$ cat src/rtl/uart_rx_os.sv
// uart_rx_os: 16x-oversampled UART receiver sharing the transmitter's bd_tick.
// Defining UART_RX_FRAME_ERR_EN adds a sampled stop bit and the frame_err output.
module uart_rx_os #(
  parameter int DATA_BITS  = 8,
  parameter int STOP_TICKS = 16
) (
  input  logic       clk,
  input  logic       reset,
  input  logic       bd_tick,
  input  logic       rx,
  output logic [7:0] dout,
  output logic       rx_done
`ifdef UART_RX_FRAME_ERR_EN
  ,
  output logic       frame_err
`endif
);
  typedef enum logic [1:0] {IDLE, START, DATA, STOP} state_t;
  localparam logic [7:0] S_LAST = 8'(STOP_TICKS - 1);
  localparam logic [2:0] N_LAST = 3'(DATA_BITS - 1);
  state_t state, state_d;
  logic rx_m, rx_s;
  logic [7:0] s, s_d;
  logic [2:0] n, n_d;
  logic [DATA_BITS-1:0] b, b_d;
  logic done_d;
  always_ff @(posedge clk or posedge reset)
    if (reset) begin
      rx_m <= 1'b1;
      rx_s <= 1'b1;
    end else begin
      rx_m <= rx;
      rx_s <= rx_m;
    end
  always_ff @(posedge clk or posedge reset)
    if (reset) begin
      state   <= IDLE;
      s       <= '0;
      n       <= '0;
      b       <= '0;
      rx_done <= 1'b0;
      dout    <= '0;
    end else begin
      state   <= state_d;
      s       <= s_d;
      n       <= n_d;
      b       <= b_d;
      rx_done <= done_d;
      if (done_d) dout <= 8'(b);
    end
  // IDLE watches the line every clk; all other states move only on bd_tick.
  always_comb begin
    state_d = state;
    s_d     = s;
    n_d     = n;
    b_d     = b;
    done_d  = 1'b0;
    case (state)
      IDLE:
        if (!rx_s) begin
          state_d = START;
          s_d     = '0;
        end
      START:
        if (bd_tick) begin
          if (s == 8'd7) begin
            state_d = rx_s ? IDLE : DATA;
            s_d     = '0;
            n_d     = '0;
          end else s_d = s + 8'd1;
        end
      DATA:
        if (bd_tick) begin
          if (s == 8'd15) begin
            s_d = '0;
            b_d = {rx_s, b[DATA_BITS-1:1]};
            if (n == N_LAST) state_d = STOP;
            else n_d = n + 3'd1;
          end else s_d = s + 8'd1;
        end
      STOP:
        if (bd_tick) begin
          if (s == S_LAST) begin
            state_d = IDLE;
            done_d  = 1'b1;
          end else s_d = s + 8'd1;
        end
      default: state_d = IDLE;
    endcase
  end
`ifdef UART_RX_FRAME_ERR_EN
  localparam logic [7:0] S_MID = 8'(STOP_TICKS / 2 - 1);
  logic flag, flag_d;
  always_comb flag_d = (state == STOP && bd_tick && s == S_MID) ? rx_s : flag;
  always_ff @(posedge clk or posedge reset)
    if (reset) begin
      flag      <= 1'b0;
      frame_err <= 1'b0;
    end else begin
      flag <= flag_d;
      if (done_d) frame_err <= ~flag_d;
    end
`endif
endmodule
$ cat config.mk
export PLATFORM = sky130hd
export DESIGN_NAME = uart_rx_os
export DESIGN_NICKNAME = d
export VERILOG_FILES = /design/src/rtl/uart_rx_os.sv
export SDC_FILE = /design/constraint.sdc
export NUM_CORES = 1
export LEC_CHECK = 0
export ABC_AREA = 1
export CELL_PAD_IN_SITES_DETAIL_PLACEMENT = 0
export CELL_PAD_IN_SITES_GLOBAL_PLACEMENT = 1
export CORE_ASPECT_RATIO = 2
export CORE_MARGIN = 3
export CORE_UTILIZATION = 44
export CTS_CLUSTER_DIAMETER = 60
export DETAILED_ROUTE_END_ITERATION = 10
export PLACE_DENSITY_LB_ADDON = 0.1
export SYNTH_ARGS = -nofsm -noshare
export SYNTH_HDL_FRONTEND = slang
export SYNTH_SLANG_ARGS = --single-unit
$ cat constraint.sdc
create_clock -name clk -period 1.6 [get_ports clk]
set_input_delay 0.16 -clock clk [delete_from_list [all_inputs] [get_ports clk]]
set_output_delay 0.16 -clock clk [all_outputs]
set_load 0.03 [all_outputs]
==> flow_results.org, run 1 <==
** Drt
- The first detailed-routing pass took 4 iterations.
- The routed design has 3.805 mm of wire.
- Final routed wire length divided by cell count :: 13.03 um
- After detailed routing, the number of vias per cell comes to 4.904.
- Detailed routing inserted a total of 1,432 vias.
- Drt first-iter violations :: 17
- Antenna violation net count after detailed routing :: 0
- Remaining routing DRC violations :: 0

** Final layout
- In the final design database the tool counted 247 nets.
- Combined area of the multi-input logic cells :: 864.6 um^2
- The filler cells instantiated in the layout total 396.
- Post-synthesis to final-layout area growth :: 20.83%
- Antenna diode instance count :: 0
- Once layout is complete, the cells apart from fillers number 292.
- Summing all flip-flop and latch instances after layout gives 804.5 um^2.
- Cells with a size suffix above 1 make up 28.63% of the layout.

** Hold path
- The path class of the tightest hold or removal check is primary input to asynchronous set/reset pin.

** Critical path
- Counting cells, the worst reg-to-reg path comes to 8.
- Critical path class :: flip-flop to flip-flop
- Setup slack of the most critical reg-to-reg path :: 0.12 ns
- Critical Path End Type :: flip-flop
- Data arrival time of the worst path :: 1.65 ns
- Startpoint kind of the worst setup timing path :: flip-flop
- Worst EP required :: 1.76 ns
- Peak fanout along the critical path :: 10

** Status
- Outcome :: finished clean

** Floorplan
- Height of the die :: 96.50 um
- 13 I/O pins were placed.
- In this run the standard cell core region covers 3884 um^2.
- Initial Utilization :: 46.39%
- Total Die Area :: 4945 um^2
- The floorplan has 32 rows.
- In this run the horizontal extent of the chip is 51.25 um.

** Clock tree
- CTS tree :: yes
- CTS root buffer :: sky130_fd_sc_hd__clkbuf_8
- Max clock buf depth :: 2
- Number of buffers added by the clock tree synthesis step :: 5
- Hold-fix buffer count after cts :: 0
- # clock sinks :: 32
- Post-CTS clock slew at the launch and capture registers of the worst setup and hold paths :: 0.07 ns
- Clock latency reported for the late side of the worst-skew pair :: 0.28 ns
- The H-tree was split into 2 levels.

** GRT
- Entering global routing, the biggest net connects 33 pins.
- The first global-routing pass estimated 6.706 mm of wire.
- Number of global-route vias before repair :: 1,483
- The initial antenna violation count is 0.
- After global routing the overflow that remains totals 0.
- Aggregate global-route resource usage :: 18.12%

** Synth
- Most used flip-flop cell after synthesis :: sky130_fd_sc_hd__dfrtp_1
- Synthesis instantiated 29 different standard cells from the library.
- The mapped netlist covers 1802 um^2.
- By instance count, the leading cell after synthesis is sky130_fd_sc_hd__nand2_1.
- In this run the biggest area consumer among cell types represents 41.67% of the synthesized area.
- Share of async-settable or async-resettable flops after synthesis :: 100.0%
- By area the synthesized netlist is led by sky130_fd_sc_hd__dfrtp_1 (42%), sky130_fd_sc_hd__nand2_1 (14%), sky130_fd_sc_hd__o21ai_2 (9.7%).
- The number of nets handed over by synthesis was 217.
- Post-synth top area cell :: sky130_fd_sc_hd__dfrtp_1
- Mean area per synthesized cell :: 8.580 um^2
- Synthesis produced 210 cells.
- Counting flops and latches in the post-synthesis netlist gives 32.
- Share of synthesized area occupied by flip-flops and latches :: 44.58%
- Counting flops with a built-in enable in the synthesized netlist gives 0.
- Most frequent cells after synthesis :: sky130_fd_sc_hd__nand2_1 (65), sky130_fd_sc_hd__dfrtp_1 (30), sky130_fd_sc_hd__inv_1 (21)
- Number of warnings printed during yosys synthesis :: 0

** Timing
- Max-Slew Margin vs Limit :: 72.81%
- Fin. max-slew vios :: 0
- Fmax :: 675.0 MHz
- Setup TNS Final :: 0 ns
- Minimum period implied by the final worst setup slack :: 1.482 ns
- Final hold analysis gives a worst-case slack of 0.2553 ns.
- Post-route clock period utilization :: 92.60%
- Setup violations remaining at the end of the flow were counted as 0.
- RSZ-0062 raised after global routing :: no
- Final Hold Violating Endpoints :: 0
- At the pin with the least slew margin, the transition time is 0.4079 ns.
- Worst clock skew :: 0.005736 ns

** Power and ir drop
- In this run the static leakage power is 1.032 nW.
- Power density over the cells :: 1290 nW/um^2
- Worst ir drop on vdd :: 0.0008288 V
- Int Pwr :: 1.804 mW
- The clock network is responsible for 27.0% of the overall power.
- Combinational logic burns 37.4% of the power.
- In this run the power spent charging and discharging nets is 1.003 mW.
- Net switching is 35.74% of the power.
- Power comes to 2.808 mW.
- Sequential power share :: 35.5%

** Place
- Counting tap cells, the placed design contains a total of 276 instances.
- Global placer's final weighted congestion :: 0.7739
- Buffers placed on the I/O ports in this run total 12.
- Detailed placement ended at an HPWL of 2.963 mm.

** Flow run
- Across the run, the number of max-cap violations was 0.
cells in the final DEF, fill, tap and decap left out, types with 3 or more instances in the layout:
cell / count
sky130_fd_sc_hd__nand3_4: 3
sky130_fd_sc_hd__nor2_2: 4
sky130_fd_sc_hd__nand2_1: 65
sky130_fd_sc_hd__clkbuf_8: 5
sky130_fd_sc_hd__inv_1: 21
sky130_fd_sc_hd__o21ai_2: 20
sky130_fd_sc_hd__buf_4: 15
sky130_fd_sc_hd__o21ai_1: 5
sky130_fd_sc_hd__inv_2: 4
sky130_fd_sc_hd__nand3_1: 19
sky130_fd_sc_hd__dfrtp_1: 29
sky130_fd_sc_hd__nor2_1: 8
sky130_fd_sc_hd__clkdlybuf4s50_1: 12
sky130_fd_sc_hd__nand2_2: 4
flip-flops by register name, summed over array words and instances (netlist names), named ones only:
name,count
b,8
dout,8
s,8
n,3
rx_done,1
rx_m,1
rx_s,1
state,1
cells by family (layout without fill, tap and decap cells):
| group | count (synthesis) | in the layout | share of synthesized area, % |
|---|---|---|---|
| simple gates | 111 | 111 | 30.76 |
| flops | 32 | 32 | 44.58 |
| compound gates | 31 | 31 | 13.47 |
| buf+inv | 31 | 62 | 8.124 |
| fa+ha+maj | 3 | 3 | 2.084 |
| xor+xnor | 2 | 2 | 0.9724 |
layer usage:
| metal | track usage, % | share of wire (%) | up-vias |
|---|---|---|---|
| li1 | - | - | 725 |
| met1 | 18.24 | 36 | 680 |
| met2 | 34.27 | 59 | 17 |
| met3 | 3.687 | 2.1 | 10 |
| met4 | 8.972 | 3.3 | 0 |
| met5 | 0 | 0 | - |
repair_timing:
action                     4_1_cts  5_1_grt
setup endpoints to repair        0       27
resized for setup                0        3
buffers inserted                 0        8
hold endpoints to repair         0        0
critical path, stage by stage (launching register included):
cell and delay, ns:
sky130_fd_sc_hd__dfrtp_1 0.42, sky130_fd_sc_hd__ha_4 0.20, sky130_fd_sc_hd__nand3_4 0.12, sky130_fd_sc_hd__nor2_8 0.07, sky130_fd_sc_hd__o21ai_2 0.16, sky130_fd_sc_hd__nand2_4 0.12, sky130_fd_sc_hd__buf_4 0.16, sky130_fd_sc_hd__nand2_1 0.06
sky130_fd_sc_hd__o21ai_2 0.06
final timing paths:
kind / from / endpoint
worst min-delay path: reset / s[3]
worst min register to register: rx_m / rx_s
worst max register to register: s[0] / s[2]
max in group asynchronous: reset / rx_s
min in group clk: rx / rx_m
worst max-delay path: s[0] / s[2]
area by class of cell:
type / instances / share of cell area (%)
sequential: 32 / 36.95
clock inverter: 2 / 1.609
inverter: 27 / 4.770
tap: 51 / 2.931
timing repair buffer: 27 / 10.69
clock buffer: 6 / 3.333
multi-input combinational: 147 / 39.71
power by group through the flow:
stage / clock network, mW / logic [mW] / registers [mW]
after floorplan: 0 / 0.719 / 0.964
after global placement: 0 / 0.863 / 0.995
after detailed placement: 0 / 0.879 / 1.00
after CTS: 0.789 / 0.882 / 0.985
after global routing: 0.814 / 1.18 / 1.01
final: 0.759 / 1.05 / 0.998
metrics by stage:
step           instance area, um^2  utilization [%]  setup WS (ns)
6_report                      2177            56.06         0.1184
5_1_grt                       2177            56.06       0.006228
4_1_cts                       2103            54.16        0.02729
3_5_place_dp                  1996            51.39        0.03717
3_3_place_gp                  1996            51.39        0.05695
2_1_floorplan                 1802                -         0.1541
Power figures use the tool's default switching activity.
==> run 2: changes to the inputs <==
Settings changed: CAP_MARGIN set to 5.
==> results of run 2 <==
Same layout as run 1: the final DEF is identical, and so are final timing and power.
==> run 3: changes to the inputs <==
Settings changed: ABC_CLOCK_PERIOD_IN_PS set to 1600.
==> results of run 3 <==
Same layout as run 1: the final DEF is identical, and so are final timing and power.
